--- src/rtl/sap_pkg.sv ---
// Shared definitions for the SAP-1-BR control sequencer: opcodes, ULA selects, T-states.
// Latency: n/a (constants, types and pure combinational helpers only).
// Backpressure: n/a.
package sap_pkg;

    // Instruction opcodes (upper nibble of IR)
    localparam logic [3:0] OP_LDA = 4'b0000;
    localparam logic [3:0] OP_ADD = 4'b0001;
    localparam logic [3:0] OP_SUB = 4'b0010;
    localparam logic [3:0] OP_AND = 4'b0011;
    localparam logic [3:0] OP_OR  = 4'b0100;
    localparam logic [3:0] OP_XOR = 4'b0101;
    localparam logic [3:0] OP_NOT = 4'b0110;
    localparam logic [3:0] OP_OUT = 4'b1110;
    localparam logic [3:0] OP_HLT = 4'b1111;

    // ULA select {XOR_NOT, ADD_SUB, ALU1_OR, ALU0_AND}
    localparam logic [3:0] SEL_ADD = 4'b0000;
    localparam logic [3:0] SEL_SUB = 4'b0100;
    localparam logic [3:0] SEL_AND = 4'b0001;
    localparam logic [3:0] SEL_OR  = 4'b0010;
    localparam logic [3:0] SEL_XOR = 4'b0011;
    localparam logic [3:0] SEL_NOT = 4'b1011;

    // One-hot T-states, bit0 = T1
    localparam logic [5:0] T1 = 6'b000001;
    localparam logic [5:0] T2 = 6'b000010;
    localparam logic [5:0] T3 = 6'b000100;
    localparam logic [5:0] T4 = 6'b001000;
    localparam logic [5:0] T5 = 6'b010000;
    localparam logic [5:0] T6 = 6'b100000;

    // Run/halt state of the sequencer
    typedef enum logic {
        ST_RUN  = 1'b0,
        ST_HALT = 1'b1
    } run_e;

    // Full control word issued every cycle
    typedef struct packed {
        logic       pc_out;
        logic       pc_inc;
        logic       mar_in;
        logic       ram_out;
        logic       ir_in;
        logic       ir_out;
        logic       a_in;
        logic       a_out;
        logic       b_in;
        logic       out_in;
        logic       alu_out;
        logic [3:0] alu_sel;
        logic       hlt;
    } ctrl_t;

    // Two-operand ULA instructions share the same fetch-operand sequence
    function automatic logic is_alu2_op(input logic [3:0] op);
        return (op == OP_ADD) || (op == OP_SUB) || (op == OP_AND) ||
               (op == OP_OR)  || (op == OP_XOR);
    endfunction

    function automatic logic [3:0] alu_sel_of(input logic [3:0] op);
        logic [3:0] sel;
        sel = SEL_ADD;
        case (op)
            OP_SUB:  sel = SEL_SUB;
            OP_AND:  sel = SEL_AND;
            OP_OR:   sel = SEL_OR;
            OP_XOR:  sel = SEL_XOR;
            OP_NOT:  sel = SEL_NOT;
            default: sel = SEL_ADD;
        endcase
        return sel;
    endfunction

endpackage

--- src/rtl/controle_sequenciador_if.sv ---
// Control interface between the sequencer (master) and the SAP-1-BR datapath/ULA (slave).
// Latency: n/a (wires only). Backpressure: none, strobes are issued every cycle.
// Ports: OPCODE into the sequencer; T_STATE, bus/load strobes, ULA selects and HLT out of it.
interface controle_sequenciador_if #(
    parameter int OP_W = 4,
    parameter int N_T  = 6
);
    logic [OP_W-1:0] OPCODE;
    logic [N_T-1:0]  T_STATE;
    logic PC_OUT, PC_INC, MAR_IN, RAM_OUT, IR_IN, IR_OUT;
    logic A_IN, A_OUT, B_IN, OUT_IN, ALU_OUT;
    logic XOR_NOT, ADD_SUB, ALU1_OR, ALU0_AND;
    logic HLT;

    modport master (
        input  OPCODE,
        output T_STATE, PC_OUT, PC_INC, MAR_IN, RAM_OUT, IR_IN, IR_OUT,
               A_IN, A_OUT, B_IN, OUT_IN, ALU_OUT,
               XOR_NOT, ADD_SUB, ALU1_OR, ALU0_AND, HLT
    );

    modport slave (
        output OPCODE,
        input  T_STATE, PC_OUT, PC_INC, MAR_IN, RAM_OUT, IR_IN, IR_OUT,
               A_IN, A_OUT, B_IN, OUT_IN, ALU_OUT,
               XOR_NOT, ADD_SUB, ALU1_OR, ALU0_AND, HLT
    );
endinterface

--- src/rtl/controle_sequenciador_anel_t.sv ---
// One-hot T-state ring counter (T1..T6) with synchronous reset, hold and illegal-state recovery.
// Latency: state changes on the rising edge; output is the registered ring.
// Backpressure: hold=1 freezes the ring; a non-one-hot value returns to T1 even while held.
// Ports: clk, rst (sync, active-high), hold, ring (one-hot, bit0 = T1).
module anel_t #(
    parameter int N_T = 6
) (
    input  logic           clk,
    input  logic           rst,
    input  logic           hold,
    output logic [N_T-1:0] ring
);
    localparam logic [N_T-1:0] RING_T1 = {{(N_T-1){1'b0}}, 1'b1};

    logic [N_T-1:0] ring_q;
    logic [N_T-1:0] ring_d;

    always_comb begin
        ring_d = ring_q;
        if (!$onehot(ring_q)) begin
            ring_d = RING_T1;
        end else if (!hold) begin
            ring_d = {ring_q[N_T-2:0], ring_q[N_T-1]};
        end
    end

    always_ff @(posedge clk) begin
        if (rst) begin
            ring_q <= RING_T1;
        end else begin
            ring_q <= ring_d;
        end
    end

    assign ring = ring_q;

endmodule

--- src/rtl/controle_sequenciador.sv ---
// SAP-1-BR control sequencer: decodes (T-state, OPCODE, halted) into the datapath control word.
// Latency: control word is combinational, valid in the same cycle as its T-state.
// Backpressure: none; HLT freezes the ring at T4 until CLR, CLR forces all strobes to 0.
// Ports: CLK, CLR (sync, active-high), bus (master side: OPCODE in, T_STATE/strobes/selects/HLT out).
module controle_sequenciador
    import sap_pkg::*;
#(
    parameter int OP_W = 4,
    parameter int N_T  = 6
) (
    input  logic                    CLK,
    input  logic                    CLR,
    controle_sequenciador_if.master bus
);
    logic [OP_W-1:0] opcode;
    logic [N_T-1:0]  t_state;
    run_e            run_q;
    run_e            run_d;
    ctrl_t           ctrl;

    assign opcode = bus.OPCODE;

    // Ring keeps its current value on the halting edge itself, so it parks at T4
    anel_t #(.N_T(N_T)) u_anel (
        .clk  (CLK),
        .rst  (CLR),
        .hold (run_d == ST_HALT),
        .ring (t_state)
    );

    always_comb begin
        run_d = run_q;
        if (run_q == ST_RUN && t_state == T4 && opcode == OP_HLT) begin
            run_d = ST_HALT;
        end
    end

    always_ff @(posedge CLK) begin
        if (CLR) begin
            run_q <= ST_RUN;
        end else begin
            run_q <= run_d;
        end
    end

    always_comb begin
        ctrl = '0;
        if (CLR) begin
            ctrl = '0;
        end else if (run_q == ST_HALT) begin
            ctrl.hlt = 1'b1;
        end else begin
            case (t_state)
                T1: begin
                    ctrl.pc_out = 1'b1;
                    ctrl.mar_in = 1'b1;
                end
                T2: ctrl.pc_inc = 1'b1;
                T3: begin
                    ctrl.ram_out = 1'b1;
                    ctrl.ir_in   = 1'b1;
                end
                T4: begin
                    if (opcode == OP_LDA || is_alu2_op(opcode)) begin
                        ctrl.ir_out = 1'b1;
                        ctrl.mar_in = 1'b1;
                    end else if (opcode == OP_OUT) begin
                        ctrl.a_out  = 1'b1;
                        ctrl.out_in = 1'b1;
                    end else if (opcode == OP_HLT) begin
                        ctrl.hlt = 1'b1;
                    end
                end
                T5: begin
                    if (opcode == OP_LDA) begin
                        ctrl.ram_out = 1'b1;
                        ctrl.a_in    = 1'b1;
                    end else if (is_alu2_op(opcode)) begin
                        ctrl.ram_out = 1'b1;
                        ctrl.b_in    = 1'b1;
                    end
                end
                T6: begin
                    if (is_alu2_op(opcode) || opcode == OP_NOT) begin
                        ctrl.alu_out = 1'b1;
                        ctrl.a_in    = 1'b1;
                        ctrl.alu_sel = alu_sel_of(opcode);
                    end
                end
                // Illegal ring values issue nothing; the ring recovers next edge
                default: ctrl = '0;
            endcase
        end
    end

    assign bus.T_STATE  = t_state;
    assign bus.PC_OUT   = ctrl.pc_out;
    assign bus.PC_INC   = ctrl.pc_inc;
    assign bus.MAR_IN   = ctrl.mar_in;
    assign bus.RAM_OUT  = ctrl.ram_out;
    assign bus.IR_IN    = ctrl.ir_in;
    assign bus.IR_OUT   = ctrl.ir_out;
    assign bus.A_IN     = ctrl.a_in;
    assign bus.A_OUT    = ctrl.a_out;
    assign bus.B_IN     = ctrl.b_in;
    assign bus.OUT_IN   = ctrl.out_in;
    assign bus.ALU_OUT  = ctrl.alu_out;
    assign bus.XOR_NOT  = ctrl.alu_sel[3];
    assign bus.ADD_SUB  = ctrl.alu_sel[2];
    assign bus.ALU1_OR  = ctrl.alu_sel[1];
    assign bus.ALU0_AND = ctrl.alu_sel[0];
    assign bus.HLT      = ctrl.hlt;

endmodule
--- src/flat_wrapper.sv ---
// flat-port wrapper written by rule: the top's interface ports become plain ports
module controle_sequenciador_flat import sap_pkg::*;
#(
    parameter int OP_W = 4,
    parameter int N_T  = 6
)
  (CLK, CLR, bus_OPCODE, bus_T_STATE, bus_PC_OUT, bus_PC_INC, bus_MAR_IN, bus_RAM_OUT, bus_IR_IN, bus_IR_OUT, bus_A_IN, bus_A_OUT, bus_B_IN, bus_OUT_IN, bus_ALU_OUT, bus_XOR_NOT, bus_ADD_SUB, bus_ALU1_OR, bus_ALU0_AND, bus_HLT);
  controle_sequenciador_if #(.OP_W(OP_W), .N_T(N_T)) bus_i ();
  input  logic CLK;
  input  logic CLR;
  input wire logic [$bits(bus_i.OPCODE)-1:0] bus_OPCODE;
  output wire logic [$bits(bus_i.T_STATE)-1:0] bus_T_STATE;
  output wire logic [$bits(bus_i.PC_OUT)-1:0] bus_PC_OUT;
  output wire logic [$bits(bus_i.PC_INC)-1:0] bus_PC_INC;
  output wire logic [$bits(bus_i.MAR_IN)-1:0] bus_MAR_IN;
  output wire logic [$bits(bus_i.RAM_OUT)-1:0] bus_RAM_OUT;
  output wire logic [$bits(bus_i.IR_IN)-1:0] bus_IR_IN;
  output wire logic [$bits(bus_i.IR_OUT)-1:0] bus_IR_OUT;
  output wire logic [$bits(bus_i.A_IN)-1:0] bus_A_IN;
  output wire logic [$bits(bus_i.A_OUT)-1:0] bus_A_OUT;
  output wire logic [$bits(bus_i.B_IN)-1:0] bus_B_IN;
  output wire logic [$bits(bus_i.OUT_IN)-1:0] bus_OUT_IN;
  output wire logic [$bits(bus_i.ALU_OUT)-1:0] bus_ALU_OUT;
  output wire logic [$bits(bus_i.XOR_NOT)-1:0] bus_XOR_NOT;
  output wire logic [$bits(bus_i.ADD_SUB)-1:0] bus_ADD_SUB;
  output wire logic [$bits(bus_i.ALU1_OR)-1:0] bus_ALU1_OR;
  output wire logic [$bits(bus_i.ALU0_AND)-1:0] bus_ALU0_AND;
  output wire logic [$bits(bus_i.HLT)-1:0] bus_HLT;
  assign bus_i.OPCODE = bus_OPCODE;
  assign bus_T_STATE = bus_i.T_STATE;
  assign bus_PC_OUT = bus_i.PC_OUT;
  assign bus_PC_INC = bus_i.PC_INC;
  assign bus_MAR_IN = bus_i.MAR_IN;
  assign bus_RAM_OUT = bus_i.RAM_OUT;
  assign bus_IR_IN = bus_i.IR_IN;
  assign bus_IR_OUT = bus_i.IR_OUT;
  assign bus_A_IN = bus_i.A_IN;
  assign bus_A_OUT = bus_i.A_OUT;
  assign bus_B_IN = bus_i.B_IN;
  assign bus_OUT_IN = bus_i.OUT_IN;
  assign bus_ALU_OUT = bus_i.ALU_OUT;
  assign bus_XOR_NOT = bus_i.XOR_NOT;
  assign bus_ADD_SUB = bus_i.ADD_SUB;
  assign bus_ALU1_OR = bus_i.ALU1_OR;
  assign bus_ALU0_AND = bus_i.ALU0_AND;
  assign bus_HLT = bus_i.HLT;
  controle_sequenciador #(.OP_W(OP_W), .N_T(N_T)) u_core (.CLK(CLK), .CLR(CLR), .bus(bus_i));
endmodule
--- config.mk ---
export PLATFORM = sky130hd
export DESIGN_NAME = controle_sequenciador_flat
export DESIGN_NICKNAME = d
export VERILOG_FILES = /design/src/rtl/sap_pkg.sv /design/src/rtl/controle_sequenciador_if.sv /design/src/rtl/controle_sequenciador_anel_t.sv /design/src/rtl/controle_sequenciador.sv /design/src/flat_wrapper.sv
export SDC_FILE = /design/constraint.sdc
export NUM_CORES = 1
export LEC_CHECK = 0
export ABC_AREA = 0
export CAP_MARGIN = 20
export CORE_UTILIZATION = 37
export DETAILED_ROUTE_END_ITERATION = 12
export GPL_TIMING_DRIVEN = 0
export PLACE_DENSITY = 0.77
export SLEW_MARGIN = 5
export SYNTH_ARGS = -nofsm -noshare
export SYNTH_HDL_FRONTEND = slang
export SYNTH_HIERARCHICAL = 1
export SYNTH_SLANG_ARGS = --single-unit
--- constraint.sdc ---
create_clock -name CLK -period 6.5 [get_ports CLK]
set_clock_uncertainty 0.15 [all_clocks]
set_input_delay 1.3 -clock CLK [delete_from_list [all_inputs] [get_ports CLK]]
set_output_delay 1.3 -clock CLK [all_outputs]
set_load 0.01 [all_outputs]
==> impl_metrics.json, run 1 <==
{
  "ioPinCount": 28,
  "grt_pass1_wl_um": 2500,
  "worstPathMaxFanout": 8,
  "synth_fp_nets": 79,
  "portBuffers": 25,
  "cts.hold.buffers_added": 0,
  "yosysWarnings": 6,
  "hold_viol": 0,
  "clk_path_buf_depth": 2,
  "cellLeakagePower_nw": 0.348,
  "rr_worst_depth": 6,
  "grt-ovfl-total": 0,
  "rsz0062_at_grt": "no",
  "initial_core_util_pct": 41.3,
  "die_area_mm2": 0.00193,
  "drv_slew": 0,
  "hp-class": "flip-flop to flip-flop",
  "syn_inst": 69,
  "drt_first_iter_violations": 13,
  "wl_per_cell_um": 13.0,
  "cts_resized": 0,
  "clk-insertion-delay-late_ns": 0.24,
  "first_pass_iters": 9,
  "p_per_area_mw_per_mm2": 215,
  "dieWidth_um": 43.9,
  "fin_util_pct": 60.1,
  "antenna_cells": 0,
  "setup.worst_path.start": "CLR",
  "ir_drop_v": 0.000158,
  "final_cell_mix": "clkdlybuf4s50_1, nor2_1, dfxtp_1",
  "track_usage_pct": 16.7,
  "status": "finished with violations",
  "detail_route.vias_per_cell": 5.44,
  "rrSetupSlack_ns": 3.41,
  "cp-start-kind": "input port",
  "design.core.area_mm2": 0.00158,
  "path_clk_slew_ns": 0.05,
  "area_growth_pct": 45.6,
  "slew_headroom_pct": 66.5,
  "setup_viol_count_final": 0,
  "crit_type": "input port to output pin",
  "cp.arrival_ns": 3.32,
  "finalSetupTns_ns": 0,
  "endpoint_kind": "output pin",
  "final_common_cell": "clkdlybuf4s50_1",
  "fin_crit_ns": 4.77,
  "grt_pass1_vias": 573,
  "synthArstFlopShare_pct": 0,
  "tightest_slew_ns": 0.498,
  "antenna_found_initial": 0,
  "synth_edf_count": 0,
  "cap_violations": 0,
  "ys_ff_latch": 7,
  "netlist.area_leader.share_pct": 21.5,
  "timing.rr.end": "u_core/u_anel/ring[0]",
  "r2r_start": "u_core/u_anel/ring[2]",
  "wirelength_um": 1480,
  "ys_seq_area_share_pct": 21.5,
  "critPathCapture": "bus_ADD_SUB",
  "synth_cell_types": 34,
  "fmax_mhz": 210,
  "yosysTopAreaCell": "dfxtp_1",
  "ant_nets": 0,
  "drc": 3,
  "layout-drive-gt1-share_pct": 17.3,
  "synth_ff_type": "dfxtp_1",
  "vias": 620,
  "hpwl_um": 1130,
  "cts_buffers": 3,
  "synth_area_leaders": "dfxtp_1, fa_1, mux2i_1",
  "avgSynthCellArea_um2": 9.43,
  "die_height_um": 43.9,
  "cts_tree": "done",
  "cp.required_ns": 5.05,
  "nets": 109,
  "netlist_area_um2": 651,
  "clock_sinks": 7,
  "h-tree-depth": 1,
  "violations": "design-rule violations",
  "fp-row-count": 14,
  "fin_crit_sh_pct": 73.4,
  "gp_congestion": 0.734,
  "grt_max_degree": 11,
  "cts-root-buf": "clkbuf_4",
  "cts_setup_buffers": 0
}
[cells in the mapped netlist (all sizes together) (2+ instances only)]
cell / number
nor3: 6
nor2: 8
and2b: 2
a211oi: 2
nor3b: 2
and3: 4
nand3: 2
nor4: 3
buf: 4
and4b: 2
dfxtp: 7
nor4b: 2
nor2b: 3
fa: 3
mux2i: 5
[worst min-delay path by stage]
stage | start | endpoint | slack, ns | cells past startpoint
2_1_floorplan | u_core/u_anel/ring[1] | u_core/u_anel/ring[2] | 0.46 | 2
3_3_place_gp | u_core/u_anel/ring[3] | u_core/u_anel/ring[4] | 0.48 | 2
3_5_place_dp | u_core/u_anel/ring[3] | u_core/u_anel/ring[4] | 0.47 | 2
4_1_cts | u_core/u_anel/ring[3] | u_core/u_anel/ring[4] | 0.49 | 2
5_1_grt | u_core/u_anel/ring[3] | u_core/u_anel/ring[3] | 0.55 | 2
6_report | u_core/u_anel/ring[3] | u_core/u_anel/ring[4] | 0.48 | 2
[worst max-delay path, cell delays in order]
cell	delay, ns
clkdlybuf4s50_1	0.61
nor4_4	0.40
nand3_2	0.20
nor4b_2	0.25
clkdlybuf4s50_1	0.57
[logic make-up (layout without fill, tap and decap cells)]
| kind of cell | count (synthesis) | count (layout) | share of synthesized area, % |
|---|---|---|---|
| xor gates and xnor gates | 1 | 1 | 1.35 |
| muxes | 5 | 5 | 7.69 |
| and+or+nand+nor | 38 | 38 | 39.6 |
| buffers and inverters | 6 | 35 | 5.58 |
| AOI/OAI and AO/OA | 8 | 8 | 13.1 |
| adders and majority gates | 4 | 4 | 11.2 |
| DFF | 7 | 7 | 21.5 |
[metal layers]
layer / up-vias / global-route usage (%) / wire, um / part of all wire, %
met5: - / 0 / 0 / 0
met1: 277 / 21.3 / 690 / 47
met4: 0 / 3.64 / 0 / 0
met3: 0 / 2.08 / 104 / 7.0
li1: 319 / - / - / -
met2: 24 / 29.9 / 683 / 46
[layout make-up]
cell class              instances  area, um^2
clock buffers                   4        26.3
flip-flops and latches          7         140
repair buffers                 25         250
fillers                       151         629
multi-input cells              56         474
plain buffers                   5        32.5
inverters                       1        3.75
well taps                      16        20.0
[through the flow]
step | hold slack (ns) | total power, mW | cells | cell area [um^2] | setup slack (ns)
global placement | 0.476 | 0.165 | 110 | 921 | 1.72
finish | 0.482 | 0.203 | 114 | 947 | 1.73
global route | 0.546 | 0.223 | 114 | 947 | 1.54
floorplan | 0.462 | 0.125 | 69 | 651 | 2.86
CTS | 0.491 | 0.206 | 114 | 947 | 1.71
detailed placement | 0.472 | 0.166 | 110 | 921 | 1.73
[registers in the layout, summed over array words and instances (netlist names)]
name,count
u_core/u_anel/ring,6
u_core/run_q,1
[where the power goes]
part | leakage, nW | switching, mW | total, mW | internal, mW
logic | 0.276 | 0.0430 | 0.0975 | 0.0545
clock network | 0.0150 | 0.0139 | 0.0372 | 0.0233
registers | 0.0570 | 0.0181 | 0.0684 | 0.0504
total | 0.348 | 0.0750 | 0.203 | 0.128
Note: power is estimated with default switching activity, not from simulation.
==> inputs of run 2 (changes only) <==
==> constraint.sdc (replaced) <==
create_clock -name CLK -period 4.4 [get_ports CLK]
set_clock_uncertainty 0.15 [all_clocks]
set_input_delay 0.88 -clock CLK [delete_from_list [all_inputs] [get_ports CLK]]
set_output_delay 0.88 -clock CLK [all_outputs]
set_load 0.01 [all_outputs]
==> results of run 2 <==
The final DEF is identical to that of run 1. Status: finished with violations: design-rule violations.
Among the figures that moved: setup slack after placement 1.73 ns -> 0.466 ns; setup slack after layout 1.73 ns -> 0.469 ns; register-to-register setup slack 3.41 ns -> 1.31 ns; total power 0.203 mW -> 0.300 mW; worst IR drop on VDD 0.000158 V -> 0.000233 V
